`config.mk`:
```
export PLATFORM = sky130hd
export DESIGN_NAME = inst_queue
export DESIGN_NICKNAME = d
export VERILOG_FILES = /design/src/rtl/inst_queue_pkg.sv /design/src/rtl/inst_queue.sv
export SDC_FILE = /design/constraint.sdc
export NUM_CORES = 1
export LEC_CHECK = 0
export ABC_CLOCK_PERIOD_IN_PS = 12640
export CORE_AREA = 2 2 375 377
export CTS_CLUSTER_DIAMETER = 200
export DETAILED_ROUTE_END_ITERATION = 16
export DIE_AREA = 0 0 377 379
export GPL_ROUTABILITY_DRIVEN = 0
export PLACE_DENSITY = 0.55
export SETUP_SLACK_MARGIN = 0.1
export SLEW_MARGIN = 25
export SYNTH_ARGS = -nofsm -noshare
export SYNTH_HDL_FRONTEND = slang
export SYNTH_SLANG_ARGS = --single-unit
```
`constraint.sdc`:
```
create_clock -name clk -period 12.64 [get_ports clk]
set_clock_uncertainty 0.2 [all_clocks]
set_input_delay 2.528 -clock clk [delete_from_list [all_inputs] [get_ports clk]]
set_output_delay 2.528 -clock clk [all_outputs]
set_load 0.03 [all_outputs]
```
`src/rtl/inst_queue_pkg.sv`:
```
// Shared sizing constants and helpers for the instruction queue between fetch and decode.
package inst_queue_pkg;

  localparam int IQ_SIZE  = 16;
  localparam int IQ_PTR_W = 4;
  localparam int DATA_W   = 32;

  localparam logic TRUE  = 1'b1;
  localparam logic FALSE = 1'b0;

  // Any downstream structure that cannot take a new instruction blocks issue.
  function automatic logic any_downstream_full(input logic rs_full,
                                               input logic lsb_full,
                                               input logic rob_full);
    return rs_full | lsb_full | rob_full;
  endfunction

endpackage

```
`src/rtl/inst_queue.sv`:
```
// Circular FIFO of fetched instructions and their PCs; issues one entry per cycle to the
// decoder when RS, LSB and ROB can all accept, and empties completely on ROB roll-back.
module inst_queue
  import inst_queue_pkg::*;
#(
  parameter int IQ_DEPTH   = IQ_SIZE,
  parameter int DATA_WIDTH = DATA_W,
  parameter int PTR_WIDTH  = IQ_PTR_W
) (
  input  logic                  clk,
  input  logic                  rst,
  input  logic                  rdy,
  input  logic                  IF_input_valid,
  input  logic [DATA_WIDTH-1:0] IF_inst,
  input  logic [DATA_WIDTH-1:0] IF_inst_pc,
  output logic                  IF_IQ_is_full,
  input  logic                  RS_is_full,
  input  logic                  LSB_is_full,
  input  logic                  ROB_is_full,
  output logic                  ID_output_valid,
  output logic [DATA_WIDTH-1:0] ID_inst,
  output logic [DATA_WIDTH-1:0] ID_inst_pc,
  input  logic                  ROB_roll_back_flag
);

  localparam logic [PTR_WIDTH:0]   FULL_COUNT = (PTR_WIDTH+1)'(IQ_DEPTH);
  localparam logic [PTR_WIDTH:0]   CNT_ONE    = (PTR_WIDTH+1)'(1);
  localparam logic [PTR_WIDTH-1:0] PTR_ONE    = PTR_WIDTH'(1);

  logic [DATA_WIDTH-1:0] inst_mem [IQ_DEPTH];
  logic [DATA_WIDTH-1:0] pc_mem   [IQ_DEPTH];
  logic [PTR_WIDTH-1:0]  head;
  logic [PTR_WIDTH-1:0]  tail;
  logic [PTR_WIDTH:0]    count;

  logic stall;
  logic pop;
  logic push;

  // A pop in the same cycle frees a slot, so a full queue still accepts a push then.
  assign stall         = any_downstream_full(RS_is_full, LSB_is_full, ROB_is_full);
  assign pop           = (count != '0) & ~stall;
  assign push          = IF_input_valid & ((count != FULL_COUNT) | pop);
  assign IF_IQ_is_full = (count == FULL_COUNT);

  always_ff @(posedge clk) begin
    if (rst | ROB_roll_back_flag) begin
      head            <= '0;
      tail            <= '0;
      count           <= '0;
      ID_output_valid <= FALSE;
      ID_inst         <= '0;
      ID_inst_pc      <= '0;
    end else if (!rdy) begin
      ID_output_valid <= FALSE;
    end else begin
      ID_output_valid <= pop;
      // When full, head == tail: the read below sees the old entry before the write lands.
      if (pop) begin
        ID_inst    <= inst_mem[head];
        ID_inst_pc <= pc_mem[head];
        head       <= head + PTR_ONE;
      end
      if (push) begin
        inst_mem[tail] <= IF_inst;
        pc_mem[tail]   <= IF_inst_pc;
        tail           <= tail + PTR_ONE;
      end
      if (push & ~pop) begin
        count <= count + CNT_ONE;
      end else if (pop & ~push) begin
        count <= count - CNT_ONE;
      end
    end
  end

endmodule
```
==> metrics.md, run 1 <==
| Metric | Value |
|---|---|
| Cell Int Power | a little under 6000 uW |
| Cells after synthesis | 1811 |
| Commonest non-fill, non-tap cell in the layout | edfxtp_1 |
| CTS Buf Count | between 100 and 150 |
| Core Rows | approximately 140 |
| Slew HR | 0.276 |
| Synthesis-to-layout area growth | 18.1% |
| Critical path required time | around 13 ns |
| Mapped cell area | around 41000 um2 |
| Slowest Stage Delay on Critical Path | ~0.87 ns |
| Port-buffer cells | between 100 and 150 |
| GRT Total Usage | 0.131 |
| Slew Limit Fails | 0 |
| CTS tree | yes |
| Critical path cell sequence | clkdlybuf4s50_1, or3_1, a31oi_1, nand2_1, nor3_4, buf_4 |
| Post-synth top area cell | edfxtp_1 |
| P per Cell Area | ~150 nW/um2 |
| Post-Syn Nets | ~1900 |
| CTS Hold Buffers Added | 0 |
| Vias/cell | between 4 and 5 |
| IO Pins | roughly 140 |
| Dpl cell area | about 45000 um2 |
| Critical path's slowest cell | buf_4 |
| Final setup fails | 0 |
| Die boundary width | approximately 380 um |
| Post-CTS resize count | 0 |
| Number of distinct library cells after synthesis | 41 |
| Area of the multi-input gates | roughly 8800 um2 |
| Critical Path AT | between 6 and 7 ns |
| Hold crit path type | reg -> reg |
| Full die area | 143000 um2 |
| Most frequent cells in the layout | edfxtp_1, mux4_2, clkdlybuf4s50_1 |
| Via count | approximately 19000 |
| DR pass1 iterations | 5 |
| Sequential area share after synthesis | 0.779 |
| Maximum vdd drop | 0.103 mV |
| Number of antenna violations at the first check in global routing | 6 |
| Worst Path Buf+Inv | 2 |
| Status | completed |
| Worst-Margin Slew | about 1.1 ns |
| Grt total ovfl | 0 |
| Dpl ws | roughly 5.6 ns |
| Clock Sink Count | between 1000 and 1500 |
| Total net switching power | around 1500 uW |
| First DRT Iteration DRCs | roughly 1400 |
| Crit path max fanout | 54 |
| Sequential cell area | between 30000 and 40000 um2 |
| Die Y | about 380 um |
| Startpoint Class | input port |
| Fin area | just under 50000 um2 |
| Layout cells sized above 1 | 0.265 |
| Worst hold slack | 0.292 ns |
| Comb power frac | 0.016 |
| DR WL/cell | 24.0 um |
| Vias in the first global route | 20100 |
| Final setup TNS | 0 ns |
| Final nets | between 2000 and 2500 |
| Post-route setup slack | ~6.6 ns |
| H-tree Lvls | 3 |
| Fin. Hold Viols | 0 |
| Clk slew on worst S/H paths | around 0.070 ns |
| Post-DP HPWL | just over 50000 um |
| Remaining DRCs | 0 |
| Max Freq | 0.167 GHz |
| ANT nets after route | 0 |
| Critical path endpoint category | flop |
| First-pass GRT wire length | 137000 um |
| Setup Crit Path Kind | in -> reg |
| Root Buffer | clkbuf_16 |
| Inserted Diodes | 0 |
| Sw Ratio | 0.199 |
| Clk pwr share | 0.443 |
| Area contributors post-synth | edfxtp_1, mux4_2, dfxtp_1 |
| Max-Cap Viols | 0 |
| YS warnings | 0 |
| Routed wire length | 94000 um |
| Flop pwr share | 0.540 |
| Area share of the largest cell type after synthesis | 0.741 |
| Fillers | about 13000 |
| Starting density of the core | 0.299 |
| RSZ-0062 raised after global routing | false |
| Tmin final | 5.99 ns |
| Fin crit share | 0.474 |
| Lkg Pwr | around 0.015 uW |
| Clock latency on the worst-skew pair | about 0.72 ns |
| Core area | 139000 um2 |
| Post-CTS setup buffers | 0 |
| Maximum number of pins on one net before global-route repair | roughly 160 |
| Max Root-Sink Buffers | 3 |
| Cell family with most CP delay | simple AND/OR/NAND/NOR gates |
| Average cell area after synthesis | between 20 and 25 um2 |
| Yosys reg bits | around 1100 |
## sequential cells by signal, indices dropped and copies added (netlist names)
| name | cells |
|---|---|
| ID_inst | 32 |
| ID_output_valid | 1 |
| tail | 4 |
| pc_mem | 512 |
| ID_inst_pc | 32 |
| head | 4 |
| inst_mem | 512 |
| count | 5 |
## worst paths after layout
kind                                 endpoint                startpoint  slack, ns  cells after the start
setup / recovery    inst_mem[5][23]$_DFFE_PP_               LSB_is_full       6.65                      6
setup reg to reg  ID_inst_pc[16]$_SDFFE_PP0P_      head[1]$_SDFFE_PP0P_       8.66                      5
hold / removal       ID_inst[24]$_SDFFE_PP0P_  ID_inst[24]$_SDFFE_PP0P_       0.29                      1
hold reg to reg      ID_inst[24]$_SDFFE_PP0P_  ID_inst[24]$_SDFFE_PP0P_       0.29                      1
## kinds of logic after synthesis
kind of cell / after synthesis / share of synthesized area
flip-flops: 1102 / 0.779
multiplexers: 389 / 0.173
AND/OR/NAND/NOR: 121 / 0.0124
buffers and inverters: 102 / 0.0119
AO/OA/AOI/OAI: 79 / 0.0187
adder cells (fa/ha/maj): 10 / 0.00320
XOR/XNOR: 8 / 0.00169
## through the flow
stage / cells / utilization / total power (uW)
after global placement: 3686 / 0.324 / 4180
after floorplan: 1811 / - / 4100
after CTS: 3906 / 0.352 / 7480
final: 3909 / 0.353 / 7390
after global routing: 3909 / 0.353 / 7630
after detailed placement: 3692 / 0.325 / 4190
## Yosys cell counts
cell type	count
a211oi_1	1
a21boi_0	1
a21o_1	3
a21oi_1	2
a221o_1	64
a311o_1	1
a31oi_1	1
and2_1	1
and3_1	1
buf_1	9
buf_2	33
buf_4	7
buf_6	6
clkbuf_1	42
dfxtp_1	78
edfxtp_1	1024
fa_1	1
ha_1	9
inv_1	5
mux2_2	64
mux2i_1	69
mux4_2	256
nand2_1	13
nand3_1	2
nand4_1	1
nor2_1	90
nor2b_1	1
nor3_1	4
nor3_2	1
nor4_1	1
nor4b_4	1
o2111ai_4	1
o211ai_1	2
o21ai_0	1
o21ai_4	1
o31ai_1	1
or2_2	1
or3_1	3
or4_1	1
xnor2_1	3
xor2_1	5
## final cells by class
type / count / area share
Clock buffer: 166 / 0.0663
Clock inverter: 48 / 0.00963
Inverter: 5 / 0.000383
Multi-Input combinational cell: 607 / 0.180
Sequential cell: 1102 / 0.660
Tap cell: 1807 / 0.0462
Timing Repair Buffer: 174 / 0.0377
## layer usage
metal | GRT usage | vias to the layer above | wire (um)
li1 | - | 8058 | -
met1 | 0.180 | 10100 | 42300
met4 | 0.0322 | 6 | 1610
met5 | 0 | - | 34
met2 | 0.214 | 469 | 45300
met3 | 0.0250 | 126 | 4680
## power by group through the flow
stage | clock (uW) | sequential [uW] | combinational, uW
after floorplan | 0 | 4070 | 34.1
after global placement | 0 | 4070 | 114
after detailed placement | 0 | 4070 | 123
after CTS | 3360 | 3990 | 123
after global routing | 3510 | 3990 | 132
final | 3270 | 3990 | 121
Power figures use the tool's default switching activity.
==> run 2: changes to the inputs <==
- ABC_CLOCK_PERIOD_IN_PS: 12640 -> 5100
- PLACE_DENSITY: 0.55 -> 0.56
- clock period: 12.64 -> 5.1 ns (I/O delays scaled with it)
==> metrics.md, run 2 (synthesis gave the netlist of run 1 again) <==
| Metric | Value |
|---|---|
| Met3 usage | 0.0208 (-0.00417) |
| CTS Hold Buffers Added | 0 (unchanged) |
| Setup Crit Path Kind | reg -> out |
| Worst-Margin Slew | 1.03 ns (-0.0594 ns) |
| Clock latency on the worst-skew pair | 0.69 ns (-0.03 ns) |
| Fin crit share | 0.767 |
| Die boundary width | 377 um (unchanged) |
| Tmin final | a little under 4 ns |
| Maximum vdd drop | 0.283 mV (+170%) |
| Remaining DRCs | 0 (unchanged) |
| Maximum number of pins on one net before global-route repair | 75 (-53%) |
| Slew HR | 0.316 (+0.0396) |
| Fillers | 12700 (-0.53%) |
| Number of antenna violations at the first check in global routing | 8 (+2) |
| Critical path endpoint category | primary output |
| R2r setup slk | 1.91 ns (-6.75 ns) |
| Met2 usage | 0.213 (-0.00142) |
| Cell Int Power | 14500 uW (+150%) |
| Area of the multi-input gates | 8810 um2 (+0.14%) |
| Worst Path Buf+Inv | 1 (-1) |
| P per Cell Area | 370 nW/um2 (+150%) |
| Routed wire length | 90900 um (-3.3%) |
| Vias in the first global route | 20400 (+1.1%) |
| Max Freq | 0.256 GHz |
| H-tree Lvls | 3 (unchanged) |
| Full die area | 143000 um2 (unchanged) |
| Fin. Hold Viols | 0 (unchanged) |
| Post-CTS setup buffers | 0 (unchanged) |
| Critical path cell sequence | or4_1, nor2_1, clkdlybuf4s50_1 |
| First-pass GRT wire length | 135000 um (-1.5%) |
| Final setup fails | 0 (unchanged) |
| Crit path max fanout | 5 (-91%) |
| Status | completed |
| Root Buffer | clkbuf_16 |
| Post-route setup slack | 1.19 ns (-5.46 ns) |
| Met1 global-route usage | 0.172 (-0.00871) |
| Slew Limit Fails | 0 (unchanged) |
| Sequential cell area | 32300 um2 (unchanged) |
| Layout cells sized above 1 | 0.261 (-0.00321) |
| Die Y | 379 um (unchanged) |
| Via count | 18700 (-0.47%) |
| Critical path's slowest cell | or4_1 |
| Final core occ | 0.353 (about the same) |
| Core Rows | 137 (unchanged) |
| DR WL/cell | 23.3 um (-3.3%) |
| Lkg Pwr | 0.0145 uW (-0.29%) |
| Dpl ws | 0.754 ns (-4.87 ns) |
| ANT nets after route | 0 (unchanged) |
| Clk pwr share | 0.438 (-0.005) |
| Vias/cell | 4.78 (-0.49%) |
| Starting density of the core | 0.299 (unchanged) |
| CTS tree | yes |
| Final nets | 2086 (+0.048%) |
| Grt total ovfl | 0 (unchanged) |
| GRT Total Usage | 0.127 (-0.00381) |
| DR pass1 iterations | 5 (unchanged) |
| Critical path required time | 3.88 ns (-8.87 ns) |
| Clk slew on worst S/H paths | 0.06 ns (about the same) |
| Synthesis-to-layout area growth | 18.1% (about the same) |
| GRT busiest layer | met2 |
| Post-DP HPWL | 50200 um (-3.2%) |
| Slowest Stage Delay on Critical Path | 0.72 ns (-0.15 ns) |
| Non-filler cells, final | 3910 (+0.026%) |
| Cell family with most CP delay | simple AND/OR/NAND/NOR gates |
| Most frequent cells in the layout | edfxtp_1, mux4_2, clkdlybuf4s50_1 |
| Total net switching power | 3560 uW (+140%) |
| IO Pins | 138 (unchanged) |
| Worst hold slack | 0.286 ns (-0.00600 ns) |
| Comb power frac | 0.016 (about the same) |
| Port-buffer cells | 137 (unchanged) |
| Inst Count DP | 3698 (+0.16%) |
| Critical Path AT | 2.69 ns (-3.41 ns) |
| Sw Ratio | 0.197 (-0.00213) |
| Commonest non-fill, non-tap cell in the layout | edfxtp_1 |
| Flop pwr share | 0.546 (+0.006) |
| CTS Buf Count | 111 (-1.8%) |
| Pwr Total | 18100 uW (+150%) |
| Startpoint Class | flop |
| First DRT Iteration DRCs | 1495 (+3.5%) |
| Max-Cap Viols | 0 (unchanged) |
| Clock Sink Count | 1102 (unchanged) |
| Core area | 139000 um2 (unchanged) |
| Top Registers | inst_mem (512), pc_mem (512) |
| Hold crit path type | reg -> reg |
| Max Root-Sink Buffers | 3 (unchanged) |
| RSZ-0062 raised after global routing | false |
| Post-CTS resize count | 0 (unchanged) |
==> run 2: changes by cell type in the layout (fill, tap and decap cells not counted), sizes merged <==
cell      before  now
bufinv         5    9
clkinv        32   46
clkbuf       166  146
buf           37   40
diode          0    2
inv           11    7
clkinvlp       5    7
==> run 2: stage by stage <==
step	setup TNS, ns	area (um2)
2_1_floorplan	-262.94	41500
3_3_place_gp	0	45300
3_5_place_dp	0	45400
4_1_cts	0	49000
5_1_grt	0	49000
6_report	0	49000
==> run 2: cell type report <==
cell class / instances / share of cell area
Tap cell: 1807 / 0.0462
Clock buffer: 146 / 0.0607
Antenna cell: 2 / 0.000102
Inverter: 5 / 0.000383
Multi-Input combinational cell: 607 / 0.180
Timing Repair Buffer: 177 / 0.0403
Sequential cell: 1102 / 0.660
Clock inverter: 64 / 0.0125
==> run 2: final timing paths <==
check	startpoint	to	cells past startpoint
hold reg to reg	ID_inst_pc[8]$_SDFFE_PP0P_	ID_inst_pc[8]$_SDFFE_PP0P_	1
hold / removal	ID_inst_pc[8]$_SDFFE_PP0P_	ID_inst_pc[8]$_SDFFE_PP0P_	1
setup / recovery	count[0]$_SDFFE_PP0P_	IF_IQ_is_full	3
setup reg to reg	count[0]$_SDFFE_PP0P_	count[4]$_SDFFE_PP0P_	10
==> run 2: metal layers <==
metal  wire length (um)  vias up
met5                 42        -
met4               1600        8
met3               4190      117
met1              40100    10100
li1                   -     8066
met2              45000      402
==> run 2: worst reg2reg max path, stage by stage, from the launching register on <==
cell and delay, ns:
dfxtp_1 0.37, or4_1 0.72, nor2_1 0.21, a21boi_0 0.12, ha_1 0.23, inv_1 0.16
ha_1 0.30, a21o_1 0.17, a21oi_1 0.20, mux2i_1 0.25, mux2i_1 0.20
==> run 2: power groups by stage <==
stage,registers [uW],clock network (uW),logic [uW]
2_1_floorplan,10100,0,84.7
3_3_place_gp,10100,0,275
3_5_place_dp,10100,0,293
4_1_cts,9890,8110,294
5_1_grt,9890,8440,317
6_report,9890,7930,288
==> run 3: changes to the inputs <==
- ABC_CLOCK_PERIOD_IN_PS: 5100 -> 3500
- clock period: 5.1 -> 3.5 ns (I/O delays scaled with it)
==> metrics.md, run 3 (synthesis gave the netlist of run 1 again) <==
| Metric | Value |
|---|---|
| Status | completed |
| Final setup TNS | 0 ns (unchanged) |
| Fin area | 49800 um2 (+1.7%) |
| Via count | 18800 (+0.70%) |
| Worst-Margin Slew | 0.709 ns (-0.318 ns) |
| Commonest non-fill, non-tap cell in the layout | edfxtp_1 |
| Routed wire length | 92500 um (+1.8%) |
| Remaining DRCs | 0 (unchanged) |
| RSZ-0062 raised after global routing | false |
| Met2 usage | 0.215 (+0.00191) |
| Die boundary width | 377 um (unchanged) |
| Critical path required time | 2.60 ns (-1.28 ns) |
| Met3 usage | 0.0238 (+0.00295) |
| DR pass1 iterations | 7 (+2) |
| CTS tree | yes |
| P per Cell Area | 529 nW/um2 (+43%) |
| Slew Limit Fails | 0 (unchanged) |
| Slew HR | 0.526 (+0.210) |
| ANT nets after route | 0 (unchanged) |
| Core area | 139000 um2 (unchanged) |
| Hold crit path type | reg -> reg |
| Vias in the first global route | 20100 (-1.3%) |
| Critical Path AT | 2.23 ns (-0.46 ns) |
| Starting density of the core | 0.299 (unchanged) |
| GRT Total Usage | 0.129 (+0.00202) |
| Fillers | 12600 (-0.42%) |
| First DRT Iteration DRCs | 1390 (-7.0%) |
| GRT busiest layer | met2 |
| Root Buffer | clkbuf_16 |
| Vias/cell | 4.77 (-0.25%) |
| Fin crit share | 0.894 |
| Synthesis-to-layout area growth | 20.1% |
| IO Pins | 138 (unchanged) |
| Max Root-Sink Buffers | 3 (unchanged) |
| Maximum number of pins on one net before global-route repair | 65 (-13%) |
| Port-buffer cells | 137 (unchanged) |
| Dpl cell area | 46200 um2 (+1.8%) |
| Die Y | 379 um (unchanged) |
| Maximum vdd drop | 0.393 mV (+39%) |
| H-tree Lvls | 3 (unchanged) |
| Top Registers | inst_mem (512), pc_mem (512) |
| Final core occ | 0.359 (+0.00594) |
| CTS Hold Buffers Added | 0 (unchanged) |
| Max-Cap Viols | 0 (unchanged) |
| Clock latency on the worst-skew pair | 0.71 ns (+0.02 ns) |
| Setup Crit Path Kind | reg -> out |
| Tmin final | 3.13 ns |
| Clk slew on worst S/H paths | 0.06 ns (about the same) |
| Max Freq | around 0.32 GHz |
| Crit path max fanout | 5 (unchanged) |
| Lkg Pwr | 0.0149 uW (+2.6%) |
| CTS Buf Count | 107 (-3.6%) |
| First-pass GRT wire length | 136000 um (+0.46%) |
| Startpoint Class | flop |
| DR WL/cell | 23.4 um (+0.82%) |
| Grt total ovfl | 0 (unchanged) |
| Core Rows | 137 (unchanged) |
| Layout cells sized above 1 | 0.280 (+0.0187) |
| Clock Sink Count | 1102 (unchanged) |
| Fin. Hold Viols | 0 (unchanged) |
| Critical path endpoint category | primary output |
| Most frequent cells in the layout | edfxtp_1, mux4_2, clkdlybuf4s50_1 |
| Number of antenna violations at the first check in global routing | 10 (+2) |
| Pwr Total | 26300 uW (+45%) |
| Met1 global-route usage | 0.172 (about the same) |
| Final nets | 2126 (+1.9%) |
| Post-CTS setup buffers | 0 (unchanged) |
| Full die area | 143000 um2 (unchanged) |
| Final setup fails | 0 (unchanged) |
| Post-DP HPWL | 55400 um (+10%) |
==> run 3: report_power, final <==
part           total [uW]  internal, uW  leakage [uW]  switching (uW)
registers           14400         14400       0.00984            11.5
logic                 451           160       0.00333             291
clock network       11500          6640       0.00176            4810
==> run 3: routing by layer <==
layer	up-vias	part of all wire
met5	-	0.00093
met2	428	0.49
met1	10100	0.44
met4	12	0.022
li1	8145	-
met3	130	0.051
==> run 3: layout make-up <==
cell class | instances | area [um2] | share of cell area
Clock inverter | 45 | 454 | 0.00912
Antenna cell | 1 | 2.50 | 0.0000503
Timing Repair Buffer | 221 | 2760 | 0.0554
Tap cell | 1807 | 2260 | 0.0454
Multi-Input combinational cell | 607 | 8850 | 0.178
Inverter | 5 | 18.8 | 0.000377
Clock buffer | 159 | 3130 | 0.0628
Sequential cell | 1102 | 32300 | 0.649
==> run 3: what timing repair did <==
| item | 4_1_cts | 5_1_grt |
|---|---|---|
| resized for setup | 1 | 2 |
| setup endpoints to repair | 1 | 1 |
| endpoints found under the hold margin | 0 | 0 |
==> run 3: worst max-delay path, stage by stage, from the launching register on <==
cell and delay [ns]:
dfxtp_1 0.37, or4_1 0.71, nor2_1 0.21, clkbuf_2 0.24
==> run 3: worst paths after layout <==
kind | from | endpoint | slack (ns) | cells after the start
max | count[0]$_SDFFE_PP0P_ | IF_IQ_is_full | 0.37 | 3
min | ID_inst_pc[31]$_SDFFE_PP0P_ | ID_inst_pc[31]$_SDFFE_PP0P_ | 0.29 | 1
max reg2reg | count[0]$_SDFFE_PP0P_ | count[4]$_SDFFE_PP0P_ | 0.40 | 10
min reg2reg | ID_inst_pc[31]$_SDFFE_PP0P_ | ID_inst_pc[31]$_SDFFE_PP0P_ | 0.29 | 1
==> run 3: per-stage QoR <==
stage	hold slack [ns]	setup slack, ns	std cells
floorplan	0.263	-0.396	1811
global route	0.318	0.239	3946
detailed placement	0.280	-0.0682	3742
CTS	0.293	0.113	3946
global placement	0.276	-0.0984	3742
finish	0.290	0.370	3947
==> patch (flow settings as in run 1) <==
Change the package constant `IQ_PTR_W` from 4 to 5.
--- a/src/rtl/inst_queue_pkg.sv
+++ b/src/rtl/inst_queue_pkg.sv
@@ -3,5 +3,5 @@
 
   localparam int IQ_SIZE  = 16;
-  localparam int IQ_PTR_W = 4;
+  localparam int IQ_PTR_W = 5;
   localparam int DATA_W   = 32;
 
Function: no difference found for any inputs over 4 cycles, from zero or initial values; that may be too few to reach the edited logic, so the function may still have changed.
==> patch against run 1 <==
- worst setup slack better by 0.36 ns
- power is 0.97% higher
- hold slack worse by 0.0061 ns
- routed wire length is 0.31% lower
- synthesized area is 0.59% higher
- final area is 0.36% higher
- largest power group unchanged
- critical path depth is 1 higher
- global-route usage hardly changed
- largest cell class unchanged
- cell count is 0.84% higher
- sequential cell count is 1 higher
- core utilization is 0.13 points higher
- count of clock-buffer cells in the layout is 25 lower
- clock power is 2% higher
- maximum frequency is 6.4% higher
==> patch: results (changes against run 1) <==
| Metric | Value |
|---|---|
| Placed Area | `45300 µm² (was 45200 µm²)` |
| TritonCTS Buffers | `109 (was 113)` |
| Mapped Cells | `1838 (was 1811)` |
| Antenna violations before repair | `7 (was 6)` |
| Net Sw Power | `1450 µW (was 1470 µW)` |
| Critical path peak fanout | `33 (was 54)` |
| Post-Synth Adder-Cell Area | `0.00378 (was 0.00320)` |
| XOR/XNOR share of the synthesized area | `0.00105 (was 0.00169)` |
| Post-synthesis sequential area ratio | `0.775 (was 0.779)` |
| R2r endpoint | `ID_inst[16]$_SDFFE_PP0P_ (was ID_inst_pc[16]$_SDFFE_PP0P_)` |
| CP Capture Point | `inst_mem[4][13]$_DFFE_PP_ (was inst_mem[5][23]$_DFFE_PP_)` |
| Synth area leaders | `edfxtp_1, mux4_2, dfxtp_1 (unchanged)` |
| Initial DRC Count | `1584 (was 1444)` |
| FF-to-FF path depth | `6 (was 5)` |
| Mux cell area share after synthesis | `0.172 (was 0.173)` |
| Outcome | `completed (unchanged)` |
| Routed WL | `93.7 mm (was 94.0 mm)` |
| Relative slew slack | `0.344 (was 0.276)` |
| Hold path endpoint | `ID_inst_pc[2]$_SDFFE_PP0P_ (was ID_inst[24]$_SDFFE_PP0P_)` |
| Post-DP HPWL | `52.7 mm (was 51.9 mm)` |
| Worst hold slack | `0.286 ns (was 0.292 ns)` |
| Pre-CTS setup slack | `6.15 ns (was 5.63 ns)` |
| Met1 WL | `39.5 mm (was 42.3 mm)` |
| GRT Overall Usage | `0.132 (was 0.131)` |
| Vias/cell | `4.80 (about the same)` |
| Tmin final | `5.63 ns (was 5.99 ns)` |
| Hold_sp | `ID_inst_pc[2]$_SDFFE_PP0P_ (was ID_inst[24]$_SDFFE_PP0P_)` |
| P_int | `6000 µW (was 5920 µW)` |
| Distinct cells, synth | `50 (was 41)` |
| Leak | `0.0147 µW (was 0.0146 µW)` |
| Routed met3 length | `3.74 mm (was 4.68 mm)` |
| Dpl cells | `3733 (was 3692)` |
| Vias in the first global route | `20600 (was 20100)` |
| Top cells by count, synth | `edfxtp_1, mux4_2, nor2_1 (unchanged)` |
## patch: changes by cell type in the layout (fill, tap and decap cells not counted), sizes merged, moves of 3 or more
| cell | run 1 | this run |
|---|---|---|
| buf | 37 | 47 |
| bufinv | 5 | 13 |
| a21oi | 2 | 5 |
| nand3 | 2 | 6 |
| xor2 | 5 | 0 |
| clkinv | 32 | 39 |
| nor3 | 5 | 10 |
| nand2b | 0 | 3 |
| clkbuf | 166 | 141 |
| clkinvlp | 5 | 8 |
## patch: layer usage
metal	vias up	track usage
li1	8191	-
met1	10200	0.167
met2	415	0.231
met3	152	0.0198
met4	2	0.0429
met5	-	0
## patch: cell type report
cell class	count	area, µm²
Tap cell	1807	2260
Clock buffer	141	3060
Fill cell	12700	89700
Timing Repair Buffer	184	1770
Antenna cell	2	5.00
Sequential cell	1103	32300
Clock inverter	65	713
Inverter	8	30.0
Multi-Input combinational cell	632	8960
